**config.mk**
```make
export PLATFORM = sky130hd
export DESIGN_NAME = tx_fire_controller
export DESIGN_NICKNAME = d
export VERILOG_FILES = /design/src/rtl/tx_fire_controller.sv
export SDC_FILE = /design/constraint.sdc
export NUM_CORES = 1
export LEC_CHECK = 0
export CAP_MARGIN = 20
export CELL_PAD_IN_SITES_DETAIL_PLACEMENT = 0
export CELL_PAD_IN_SITES_GLOBAL_PLACEMENT = 1
export CORE_UTILIZATION = 36
export DETAILED_ROUTE_END_ITERATION = 6
export PLACE_DENSITY_LB_ADDON = 0.25
export SETUP_SLACK_MARGIN = 0.5
export SLEW_MARGIN = 0
export SYNTH_ARGS = -nofsm -noshare
export SYNTH_HDL_FRONTEND = slang
export SYNTH_SLANG_ARGS = --single-unit
```
**constraint.sdc**
```tcl
create_clock -name clk -period 5.2 [get_ports clk]
set_input_delay 1.3 -clock clk [delete_from_list [all_inputs] [get_ports clk]]
set_output_delay 1.3 -clock clk [all_outputs]
set_load 0.05 [all_outputs]
```
**src/rtl/tx_fire_controller.sv**
```systemverilog
// Burst sequencer for the transducer channel bank: owns the shared time base, the 2-bit
// command bus and the per-channel phase/charge table. Define TXCTL_WATCHDOG_EN to bound FIRE.
module tx_fire_controller #(
  parameter int unsigned NCH = 8,
  parameter int unsigned AW  = 3
) (
  input  logic               clk,
  input  logic               reset,
  input  logic               start,
  input  logic               abort,
  input  logic               clearErr,
  input  logic [15:0]        numFires,
  input  logic [31:0]        priCycles,
  input  logic               tblWe,
  input  logic [AW-1:0]      tblAddr,
  input  logic [31:0]        tblData,
  output logic [1:0]         txCmd,
  output logic [31:0]        txCntr,
  output logic [NCH*32-1:0]  txPhaseCharge,
  input  logic [NCH-1:0]     txIsActive,
  input  logic [NCH-1:0]     txErrorFlag,
  output logic               busy,
  output logic               done,
  output logic [15:0]        fireCount,
  output logic               errorOut,
  output logic [NCH-1:0]     errorMask
);

  typedef enum logic [2:0] {S_IDLE, S_ARM, S_FIRE, S_GAP, S_ERROR, S_CLR} state_t;

  localparam logic [1:0] CMD_WAIT = 2'b00;
  localparam logic [1:0] CMD_FIRE = 2'b10;
  localparam logic [1:0] CMD_RST  = 2'b11;
`ifdef TXCTL_WATCHDOG_EN
  localparam logic [31:0] WDOG_LIMIT = 32'd66050;
`endif

  state_t                state;
  logic [15:0]           num_fires_q;
  logic [31:0]           pri_cycles_q;
  logic [31:0]           pri_cntr;
  logic [NCH-1:0][31:0]  tbl;
  logic                  pri_expired;
  logic                  fire_idle;
  logic                  any_err;

  function automatic logic [31:0] sat_inc(input logic [31:0] v);
    return (v == '1) ? v : v + 32'd1;
  endfunction

  assign txPhaseCharge = tbl;
  assign any_err       = |txErrorFlag;
  assign fire_idle     = (txCntr >= 32'd2) && (txIsActive == '0);
  // 33-bit compare so a saturated priCntr cannot wrap past priCycles.
  assign pri_expired   = ({1'b0, pri_cntr} + 33'd1) >= {1'b0, pri_cycles_q};

  always_ff @(posedge clk) begin
    if (reset) begin
      state        <= S_IDLE;
      txCmd        <= CMD_WAIT;
      txCntr       <= '0;
      pri_cntr     <= '0;
      num_fires_q  <= '0;
      pri_cycles_q <= '0;
      busy         <= 1'b0;
      done         <= 1'b0;
      fireCount    <= '0;
      errorOut     <= 1'b0;
      errorMask    <= '0;
      tbl          <= '0;
    end else begin
      done <= 1'b0;
      case (state)
        S_IDLE: begin
          txCmd  <= CMD_WAIT;
          txCntr <= '0;
          if (tblWe && (32'(tblAddr) < NCH))
            tbl[tblAddr] <= tblData;
          if (start && !abort) begin
            num_fires_q  <= numFires;
            pri_cycles_q <= priCycles;
            fireCount    <= '0;
            busy         <= 1'b1;
            state        <= S_ARM;
          end
        end

        S_ARM: begin
          if (any_err) begin
            state     <= S_ERROR;
            txCmd     <= CMD_WAIT;
            errorOut  <= 1'b1;
            errorMask <= errorMask | txErrorFlag;
          end else if (abort) begin
            state <= S_IDLE;
            busy  <= 1'b0;
          end else if (num_fires_q == '0) begin
            state <= S_IDLE;
            busy  <= 1'b0;
            done  <= 1'b1;
          end else begin
            state    <= S_FIRE;
            txCmd    <= CMD_FIRE;
            txCntr   <= '0;
            pri_cntr <= '0;
          end
        end

        S_FIRE: begin
          if (any_err) begin
            state     <= S_ERROR;
            txCmd     <= CMD_WAIT;
            errorOut  <= 1'b1;
            errorMask <= errorMask | txErrorFlag;
          end
`ifdef TXCTL_WATCHDOG_EN
          else if ((txCntr >= WDOG_LIMIT) && (|txIsActive)) begin
            state     <= S_ERROR;
            txCmd     <= CMD_WAIT;
            errorOut  <= 1'b1;
            errorMask <= txIsActive;
          end
`endif
          else if (abort) begin
            state  <= S_IDLE;
            txCmd  <= CMD_WAIT;
            txCntr <= '0;
            busy   <= 1'b0;
          end else if (fire_idle) begin
            state     <= S_GAP;
            txCmd     <= CMD_WAIT;
            fireCount <= fireCount + 16'd1;
            pri_cntr  <= sat_inc(pri_cntr);
          end else begin
            txCntr   <= sat_inc(txCntr);
            pri_cntr <= sat_inc(pri_cntr);
          end
        end

        S_GAP: begin
          if (any_err) begin
            state     <= S_ERROR;
            txCmd     <= CMD_WAIT;
            errorOut  <= 1'b1;
            errorMask <= errorMask | txErrorFlag;
          end else if (abort) begin
            state  <= S_IDLE;
            txCntr <= '0;
            busy   <= 1'b0;
          end else if (pri_expired) begin
            if (fireCount == num_fires_q) begin
              state  <= S_IDLE;
              txCntr <= '0;
              busy   <= 1'b0;
              done   <= 1'b1;
            end else begin
              state    <= S_FIRE;
              txCmd    <= CMD_FIRE;
              txCntr   <= '0;
              pri_cntr <= '0;
            end
          end else begin
            pri_cntr <= sat_inc(pri_cntr);
          end
        end

        S_ERROR: begin
          txCmd     <= CMD_WAIT;
          errorMask <= errorMask | txErrorFlag;
          if (clearErr) begin
            state <= S_CLR;
            txCmd <= CMD_RST;
          end
        end

        S_CLR: begin
          state     <= S_IDLE;
          txCmd     <= CMD_WAIT;
          txCntr    <= '0;
          errorOut  <= 1'b0;
          errorMask <= '0;
          busy      <= 1'b0;
        end

        default: begin
          state <= S_IDLE;
          txCmd <= CMD_WAIT;
        end
      endcase
    end
  end

endmodule
```
# Word level (Yosys, flattened, before mapping)
# Index checks and enable logic that the tools add are counted.
# op_classes
add_sub_neg,4
magnitude_cmp,4
n_eq_ne,33
n_mux,75
n_bitwise,1
n_reduce_logical,26
# op_table
operator,n
2-to-1 mux 32 bit,18
bitwise mux 256 bit,1
one-hot mux 32 bit (4 select lines),1
demux 32 bit (select 3 bit),1
one-hot mux 32 bit (3 select lines),1
adder 32 x 1 -> 32 bit (second input constant),2
equality test 32 bit (second input constant),2
2-to-1 mux 16 bit,4
adder 32 x 1 -> 33 bit (second input constant),1
greater-or-equal comparator 33 x 32 -> 1 bit,1
inequality test 3 bit (second input constant),11
greater-or-equal comparator 32 x 2 -> 1 bit (second input constant),1
one-hot mux 16 bit (2 select lines),1
2-to-1 mux 2 bit,14
2-to-1 mux 3 bit,9
AND reduction 9 bit,3
one-hot mux 8 bit (3 select lines),1
inequality test 2 bit (second input constant),11
2-to-1 mux 1 bit,18
adder 16 x 1 -> 16 bit (second input constant),1
equality test 16 bit,1
zero test 16 bit,1
one-hot mux 3 bit (5 select lines),1
zero test 8 bit,1
other kinds (26),37
# word_totals
regBits,400
input_bits,105
out_inout_bits,317
word_cells,162

# Logic depth before layout (Yosys ltp)
# Gate-level depths: netlist of run 1.
# logic_depth
depth_word,6
ltp_mapped,18
depth_no_buf,15

# Worst setup path before layout of run 1
# Ideal clock, no wire load.
# synth_timing
path_type,register to register
from,reg pri_cntr[0]
to,reg txCntr[21]
setup_time_ns,0.091
arrival_ns,3.801
t_required_ns,5.109
path_slack_ns,1.307
path_stages_with_launch,17
path_buffers,2
period_less_slack_ns,3.893
cell_sequence,dfxtp_1 ha_1 nand4_2 nor3_4 and3_1 nand2_1 nor3_1 xor2_1 ha_1 and3_1 a221oi_1 nand3_4 o31ai_1 buf_6 nor2_4 buf_4 a311oi_1
# synth_via
elab_chain_len,4
# synth_lines
element,line,rtl
start: declaration,41,logic [31:0] pri_cntr;
start signal: assignment,133,pri_cntr <= sat_inc(pri_cntr);
start signal: assignment,136,pri_cntr <= sat_inc(pri_cntr);
start signal: assignment,163,pri_cntr <= sat_inc(pri_cntr);
adder 32 x 1 -> 33 bit,55,"assign pri_expired = ({1'b0, pri_cntr} + 33'd1) >= {1'b0, pri_cycles_q};"
greater-or-equal comparator 33 x 32 -> 1 bit,55,
inequality test 3 bit (no source line),n/a,
AND reduction 9 bit (no source line),n/a,
end signal: assignment,135,txCntr <= sat_inc(txCntr);
end: declaration,18,"output logic [31:0] txCntr,"
# No other way between the ends.
# A chain may end at the register's enable or synchronous reset.

# Worst setup path in the final report of run 1
# layout_timing
from,reg pri_cntr[2]
to,reg pri_cntr[23]
# layout_via
elab_chain_len,6
word_cells_on_any_way,13
cone_classes,2 x add/sub; 1 x order compare; 2 x eq/ne; 7 x mux; 1 x reduce/logical
# layout_lines
element,line,rtl
"adder 32 x 1 -> 33 bit, or another cell as far along",55,
greater-or-equal comparator 33 x 32 -> 1 bit / 2-to-1 mux 32 bit (equally long branches),"55, 48",
2-to-1 mux 32 bit,150,end else if (pri_expired) begin
2-to-1 mux 32 bit,146,end else if (abort) begin
2-to-1 mux 32 bit,141,if (any_err) begin
one-hot mux 32 bit (3 select lines),73,case (state)
# Parallel ways exist; a longest one is shown, timed or not. The select of a mux whose other input is x is not followed.

==> results of run 1 <==
[cells in the mapped netlist, types with 7 or more instances]
cell type,n,share of area (%)
nand2_1,676,15
dfxtp_1,400,47
a21oi_1,356,10
clkbuf_1,121,2.7
nor2_1,73,1.6
inv_1,61,1.3
nand3_1,58,1.7
o21ai_0,44,1.3
buf_2,42,1.2
ha_1,36,2.6
xor2_1,31,1.6
xnor2_1,27,1.4
o31ai_1,24,1.1
and3_1,23,0.84
nand4_1,23,0.84
nor4_1,22,0.81
o211ai_1,21,0.92
nor3_1,20,0.59
or3_1,18,0.66
a31oi_1,15,0.55
a311oi_1,10,0.51
a221oi_1,9,0.46
nand3b_1,8,0.35
a211oi_1,7,0.31
o31a_1,7,0.36
[repair_timing]
item | CTS | global route
endpoints found under the setup margin | 0 | 34
resized for setup | 0 | 2
setup buffers | 0 | 2
hold buffers | 0 | 0
[cell families (layout without fill, tap and decap cells)]
| logic type | count (synthesis) | after routing | share of synthesized area [%] |
|---|---|---|---|
| buffers and inverters | 236 | 608 | 5.76 |
| other | 0 | 2 | 0 |
| AOI/OAI and AO/OA | 515 | 515 | 17.1 |
| DFF | 400 | 400 | 46.9 |
| muxes | 2 | 2 | 0.125 |
| adders and majority gates | 36 | 36 | 2.64 |
| and+or+nand+nor | 964 | 964 | 24.5 |
| xor gates and xnor gates | 58 | 58 | 2.97 |
[registers in the layout, indices dropped and copies added (netlist names)]
register	cells
pri_cntr	32
errorMask	8
fireCount	16
pri_cycles_q	32
done	1
txPhaseCharge	256
errorOut	1
num_fires_q	16
busy	1
txCntr	32
txCmd	2
state	3
[power by group through the flow]
stage / registers, mW / logic [mW] / clock network (mW)
5_1_grt: 3.20 / 0.899 / 3.45
4_1_cts: 3.20 / 0.843 / 3.33
3_3_place_gp: 3.26 / 0.836 / 0
6_report: 3.20 / 0.845 / 3.25
2_1_floorplan: 3.44 / 0.320 / 0
3_5_place_dp: 3.26 / 0.840 / 0
[worst paths after layout]
kind / start / depth (start not counted) / end
min reg2reg: txPhaseCharge[124]$_SDFFE_PP0P_ / 2 / txPhaseCharge[124]$_SDFFE_PP0P_
min: txPhaseCharge[124]$_SDFFE_PP0P_ / 2 / txPhaseCharge[124]$_SDFFE_PP0P_
max reg2reg: pri_cntr[2]$_SDFFE_PP0P_ / 16 / pri_cntr[23]$_SDFFE_PP0P_
max: pri_cntr[2]$_SDFFE_PP0P_ / 16 / pri_cntr[23]$_SDFFE_PP0P_
[per-layer routing]
metal / track usage, % / vias up / share of wire (%)
li1: - / 8134 / -
met4: 8.90 / 0 / 3.0
met1: 31.2 / 7956 / 41
met2: 40.8 / 565 / 47
met5: 0 / - / 0
met3: 7.98 / 93 / 8.5
[area by class of cell]
cell class              instances  area, sq um  area share [%]
diodes                          2         5.00          0.0215
inverters                      63          236            1.02
clock inverters                14          149           0.641
clock buffers                  71         1380            5.92
flip-flops and latches        400         8010            34.5
repair buffers                460         4540            19.6
well taps                     607          759            3.27
multi-input cells            1575         8160            35.1
[critical path: cells and delay by family, from the launching register on]
family          cells  cell delay (ns)
compound gates      3             0.92
xor+xnor            1             0.19
fa+ha+maj           1             0.28
buf+inv             2             0.40
flops               1             0.46
simple gates        9             2.03
==> out/results.ini, run 1 <==
[run_status]
status=finished with violations
violations=design-rule violations

[critical_path]
end_kind=flip-flop
cp-start-kind=flip-flop
slowest_stage=dfxtp_1
cp_max_fo=11
critical_path_class=reg -> reg
crit_arrival_ns=4.87
critPathMaxStageDelay_ns=0.46
crit_chain=nand4_1 > nor4_4 > buf_4 > and2_4 > and3_2 > and3_1 > nand3_1 > xnor2_1 > ha_1 > and3_1 > a221oi_2 > nand3_4 > o31ai_2 > buf_4 > nand2_1 > o31ai_1
r2r_slack_ns=0.81
cp.required_ns=5.69

[layout]
n_fill_cell=4520
fin_area_sq_um=23200
final_cell_mix=nand2_1 (676), clkdlybuf4s50_1 (420), dfxtp_1 (400)
fin_nets=2687
fin_cells=3192
syn_to_final_growth_pct=36.1
mostFrequentLayoutCell=nand2_1
layout-drive-gt1-share_pct=5.73
utilization_pct=49.8

[power_and_ir_drop]
internal-power_mw=5.30
p_switching_mw=1.99
clockPowerShare_pct=44.6
ir_worst_vdd_mv=0.270
p_seq_share_pct=43.8
switching_share_pct=27.3
p_comb_share_pct=11.6
power_density_nw_per_um2=314
p_leak_nw=7.97
power.total_mw=7.30

[worst_hold_path]
worst_hold_path_type=reg -> reg

[clock_network]
cts_buffer_depth=3
clock-root-buffer=clkbuf_16
cts_made_buffers=46
cts_tree=built
clk_pin_slew_ns=0.06
htree_levels=2
clkSinkCount=400
clk_latency_ns=0.60

[timing]
skew_ns=0.0179
hold-worst-slack_ns=0.452
maxSlewHeadroom_pct=16.6
hold_violations=0
drv_slew=0
worst_pin_slew_ns=1.25
worst_slack_ns=0.814
final-setup-viol-count=0
setup_tns_ns=0
rsz0062_at_grt=no
fmax_mhz=228
period_share_pct=84.4
period_minus_slack_ns=4.39

[global_route]
grt_max_degree=213
grt_pass1_vias=15700
grt_pass1_wl_um=94100
grt_overflow=0
antenna_found_initial=2
grt_usage_pct=25.2

[place]
finalWeightedCongestion=0.877
hpwl_um=43100
port-buffer-count=421
dp.cells=3102
placed_cell_area_sq_um=21700
pre_cts_slack_ns=0.578

[routing]
routed_wirelength_um=62800
drtIter0Drc=1185
num_vias=16700
wl_per_cell_um=19.7
viasPerCell=5.25
ant_nets=0
drc=22
drtPass1Iterations=7

[synth]
yosysSeqAreaShare_pct=46.9
yosys_warnings=0
netlist_area_sq_um=17100
ys_seq_elements=400
synth_cell_type_count=72
synth_edf_count=0
synth_area_per_cell_sq_um=7.72
synth-async-reset-ratio_pct=0
synth-main-ff-cell=dfxtp_1
synthCells=2211
syn_nets=2352

[die]
num_rows=79
core_sq_um=46700
fp.dieH_um=220
die_x_um=220
start_util_pct=36.6
die-area_sq_um=48300
io_pins=422

[flow_run]
max_cap_viol_count=0

Power figures use the tool's default switching activity.
==> inputs of run 2 (changes only) <==
--- a/config.mk
+++ b/config.mk
@@ -8,7 +8,7 @@
 export CAP_MARGIN = 20
 export CELL_PAD_IN_SITES_DETAIL_PLACEMENT = 0
 export CELL_PAD_IN_SITES_GLOBAL_PLACEMENT = 1
-export CORE_UTILIZATION = 36
+export CORE_UTILIZATION = 32
 export DETAILED_ROUTE_END_ITERATION = 6
 export PLACE_DENSITY_LB_ADDON = 0.25
 export SETUP_SLACK_MARGIN = 0.5
==> constraint.sdc (replaced) <==
create_clock -name clk -period 4 [get_ports clk]
set_input_delay 1 -clock clk [delete_from_list [all_inputs] [get_ports clk]]
set_output_delay 1 -clock clk [all_outputs]
set_load 0.05 [all_outputs]
==> run 2 against run 1 <==
The run now ends clean. Maximum frequency increased by 19%. Critical path depth unchanged. Register-to-register slack worse by 0.49 ns. Combinational power rose by 38%. Flip-flop and latch count did not move. Cell area grew 5.3%. Hold slack about the same. Clock-buffer cell count is 6 lower. Sequential power rose by 30%. Largest cell class unchanged. Highest routed layer unchanged.
==> out/results.ini, run 2 (same netlist as run 1, synthesis figures left out) <==
[global_route]
grt_usage_pct=23.9  ; -1.2 points
grt_max_degree=204  ; -4.2%
antenna_found_initial=0  ; -2
grt_pass1_wl_um=99600  ; +5.9%
grt_pass1_vias=16400  ; +4.2%
grt_overflow=0  ; unchanged

[timing]
drv_slew=0  ; unchanged
fmax_mhz=272  ; +19%
setup_tns_ns=0  ; unchanged
period_share_pct=92.0  ; +7.6 points
hold_violations=0  ; unchanged
final-setup-viol-count=0  ; unchanged
worst_pin_slew_ns=1.01  ; -0.238 ns
skew_ns=0.0236  ; +0.00571 ns
period_minus_slack_ns=3.68  ; -0.708 ns
maxSlewHeadroom_pct=32.4  ; +16 points
rsz0062_at_grt=yes

[routing]
routed_wirelength_um=67100  ; +6.7%
drc=0  ; -100%
m1WireLength_um=27800  ; +7.5%
wl_per_cell_um=20.2  ; +2.6%
dr_wl_met3_um=5530  ; +3.1%
dr_wl_met2_um=31900  ; +7.7%
highest_layer=met4
ant_nets=0  ; unchanged
viasPerCell=5.15  ; -1.9%
drtIter0Drc=1174  ; -0.93%
drtPass1Iterations=5  ; -2
num_vias=17100  ; +2.1%

[critical_path]
critPathBufInv=2  ; unchanged
crit_family=simple AND/OR/NAND/NOR gates
critPathMaxStageDelay_ns=0.37  ; -0.09 ns
slowest_stage=dfxtp_4
r2r_cells=16  ; unchanged
cp_max_fo=6  ; -5
rr_endpoint=pri_cntr[16]$_SDFFE_PP0P_
path_common_cell=and3_4
critical_path_class=reg -> reg
r2r_slack_ns=0.32  ; -0.49 ns
cp-start-kind=flip-flop
crit_arrival_ns=4.15  ; -0.72 ns
crit_chain=nand4_1 > nor4_4 > and2_4 > and3_4 > and3_4 > nand3_4 > xnor2_2 > ha_1 > and3_4 > a221oi_4 > nand3_4 > buf_4 > o21ai_4 > buf_6 > nand3_1 > a221oi_1
cp.required_ns=4.48  ; -1.21 ns
rr_startpoint=pri_cntr[8]$_SDFFE_PP0P_
end_kind=flip-flop

[worst_hold_path]
holdCritStartpoint=pri_cycles_q[5]$_SDFFE_PP0P_
worst_hold_path_type=reg -> reg
min_to=pri_cycles_q[5]$_SDFFE_PP0P_
hold_depth=2  ; unchanged

[layout]
mostFrequentLayoutCell=nand2_1
layout-drive-gt1-share_pct=10.9  ; +5.1 points
syn_to_final_growth_pct=43.3
n_antenna_cell=0  ; -2
fin_area_sq_um=24500  ; +5.3%
largest_reg_flops=256  ; unchanged
fin_nets=2743  ; +2.1%
final_cell_mix=nand2_1 (673), clkdlybuf4s50_1 (420), dfxtp_1 (388)
utilization_pct=46.5  ; -3.3 points
n_fill_cell=5005  ; +11%

[die]
fp.dieH_um=233  ; +6.0%
die-area_sq_um=54300  ; +12%
io_pins=422  ; unchanged
num_rows=84  ; +6.3%
start_util_pct=32.4  ; -4.2 points
die_x_um=233  ; +6.0%
core_sq_um=52700  ; +13%

[clock_network]
clock-root-buffer=clkbuf_16
clkSinkCount=400  ; unchanged
cts_hold_buf=0  ; unchanged
htree_levels=2  ; unchanged
clk_pin_slew_ns=0.06  ; about the same
cts_tree=built
cts_buffer_depth=3  ; unchanged
clk_latency_ns=0.59  ; about the same
cts_made_buffers=46  ; unchanged

[run_status]
status=finished clean

[place]
placed_cell_area_sq_um=22100  ; +1.9%
hpwl_um=45400  ; +5.5%
port-buffer-count=421  ; unchanged
finalWeightedCongestion=0.901  ; +2.7%

[power_and_ir_drop]
power.total_mw=9.81  ; +34%
ir_worst_vdd_mv=0.341  ; +26%
power_density_nw_per_um2=401  ; +28%
p_leak_nw=8.36  ; +4.9%

[flow_run]
max_cap_viol_count=0  ; unchanged

-- run 2: changes by cell type in the layout (fill, tap and decap cells not counted), moves of 9 or more --
cell / before / now
buf_4: 37 / 71
buf_6: 0 / 12
dfxtp_1: 400 / 388
o31ai_1: 22 / 10
clkbuf_1: 13 / 4
-- run 2: how the worst max path moves through the flow --
| stage | from | end | slack, ns | depth (start not counted) |
|---|---|---|---|---|
| 2_1_floorplan | pri_cntr[8]$_SDFFE_PP0P_ | txCntr[21]$_SDFFE_PP0P_ | 0.45 | 16 |
| 3_3_place_gp | txErrorFlag[0] | fireCount[14]$_SDFFE_PP0P_ | 0.04 | 10 |
| 3_5_place_dp | txErrorFlag[0] | txCntr[8]$_SDFFE_PP0P_ | -0.02 | 11 |
| 4_1_cts | pri_cntr[1]$_SDFFE_PP0P_ | txCntr[13]$_SDFFE_PP0P_ | 0.32 | 16 |
| 5_1_grt | pri_cntr[8]$_SDFFE_PP0P_ | txCntr[13]$_SDFFE_PP0P_ | 0.17 | 17 |
| 6_report | pri_cntr[8]$_SDFFE_PP0P_ | pri_cntr[16]$_SDFFE_PP0P_ | 0.32 | 16 |
-- run 2: through the flow --
stage          hold WS [ns]  std cells  worst slack [ns]
2_1_floorplan         0.436       2211             0.449
3_3_place_gp          0.442       3203            0.0360
3_5_place_dp          0.446       3203           -0.0223
4_1_cts               0.454       3303             0.324
5_1_grt               0.471       3320             0.168
6_report              0.452       3320             0.322
-- run 2: what timing repair did --
item | 4_1_cts | 5_1_grt
pin swaps | 30 | 23
cloned | 3 | 1
endpoints found under the setup margin | 70 | 75
resized for setup | 44 | 73
setup buffers | 19 | 16
-- run 2: per-layer routing --
metal / global-route usage (%) / up-vias
met5: 0 / -
met3: 7.32 / 99
met1: 29.7 / 8195
met4: 6.94 / 0
met2: 39.6 / 565
li1: - / 8237
-- run 2: worst min-delay path: cells and delay by family, from the launching register on --
kind,cells,cell delay (ns)
flops,1,0.31
compound gates,1,0.05
simple gates,1,0.05
-- run 2: cell type report --
type | instances | area, sq um | area share (%)
clock buffers | 65 | 1380 | 5.65
clock inverters | 13 | 218 | 0.889
inverters | 63 | 236 | 0.966
multi-input cells | 1576 | 8640 | 35.3
flip-flops and latches | 400 | 8040 | 32.9
well taps | 688 | 861 | 3.52
repair buffers | 515 | 5100 | 20.8
-- run 2: power by group --
| group | switching, mW | internal (mW) | total [mW] |
|---|---|---|---|
| combinational | 0.783 | 0.389 | 1.17 |
| sequential | 0.0678 | 4.08 | 4.15 |
| clock | 1.76 | 2.72 | 4.48 |
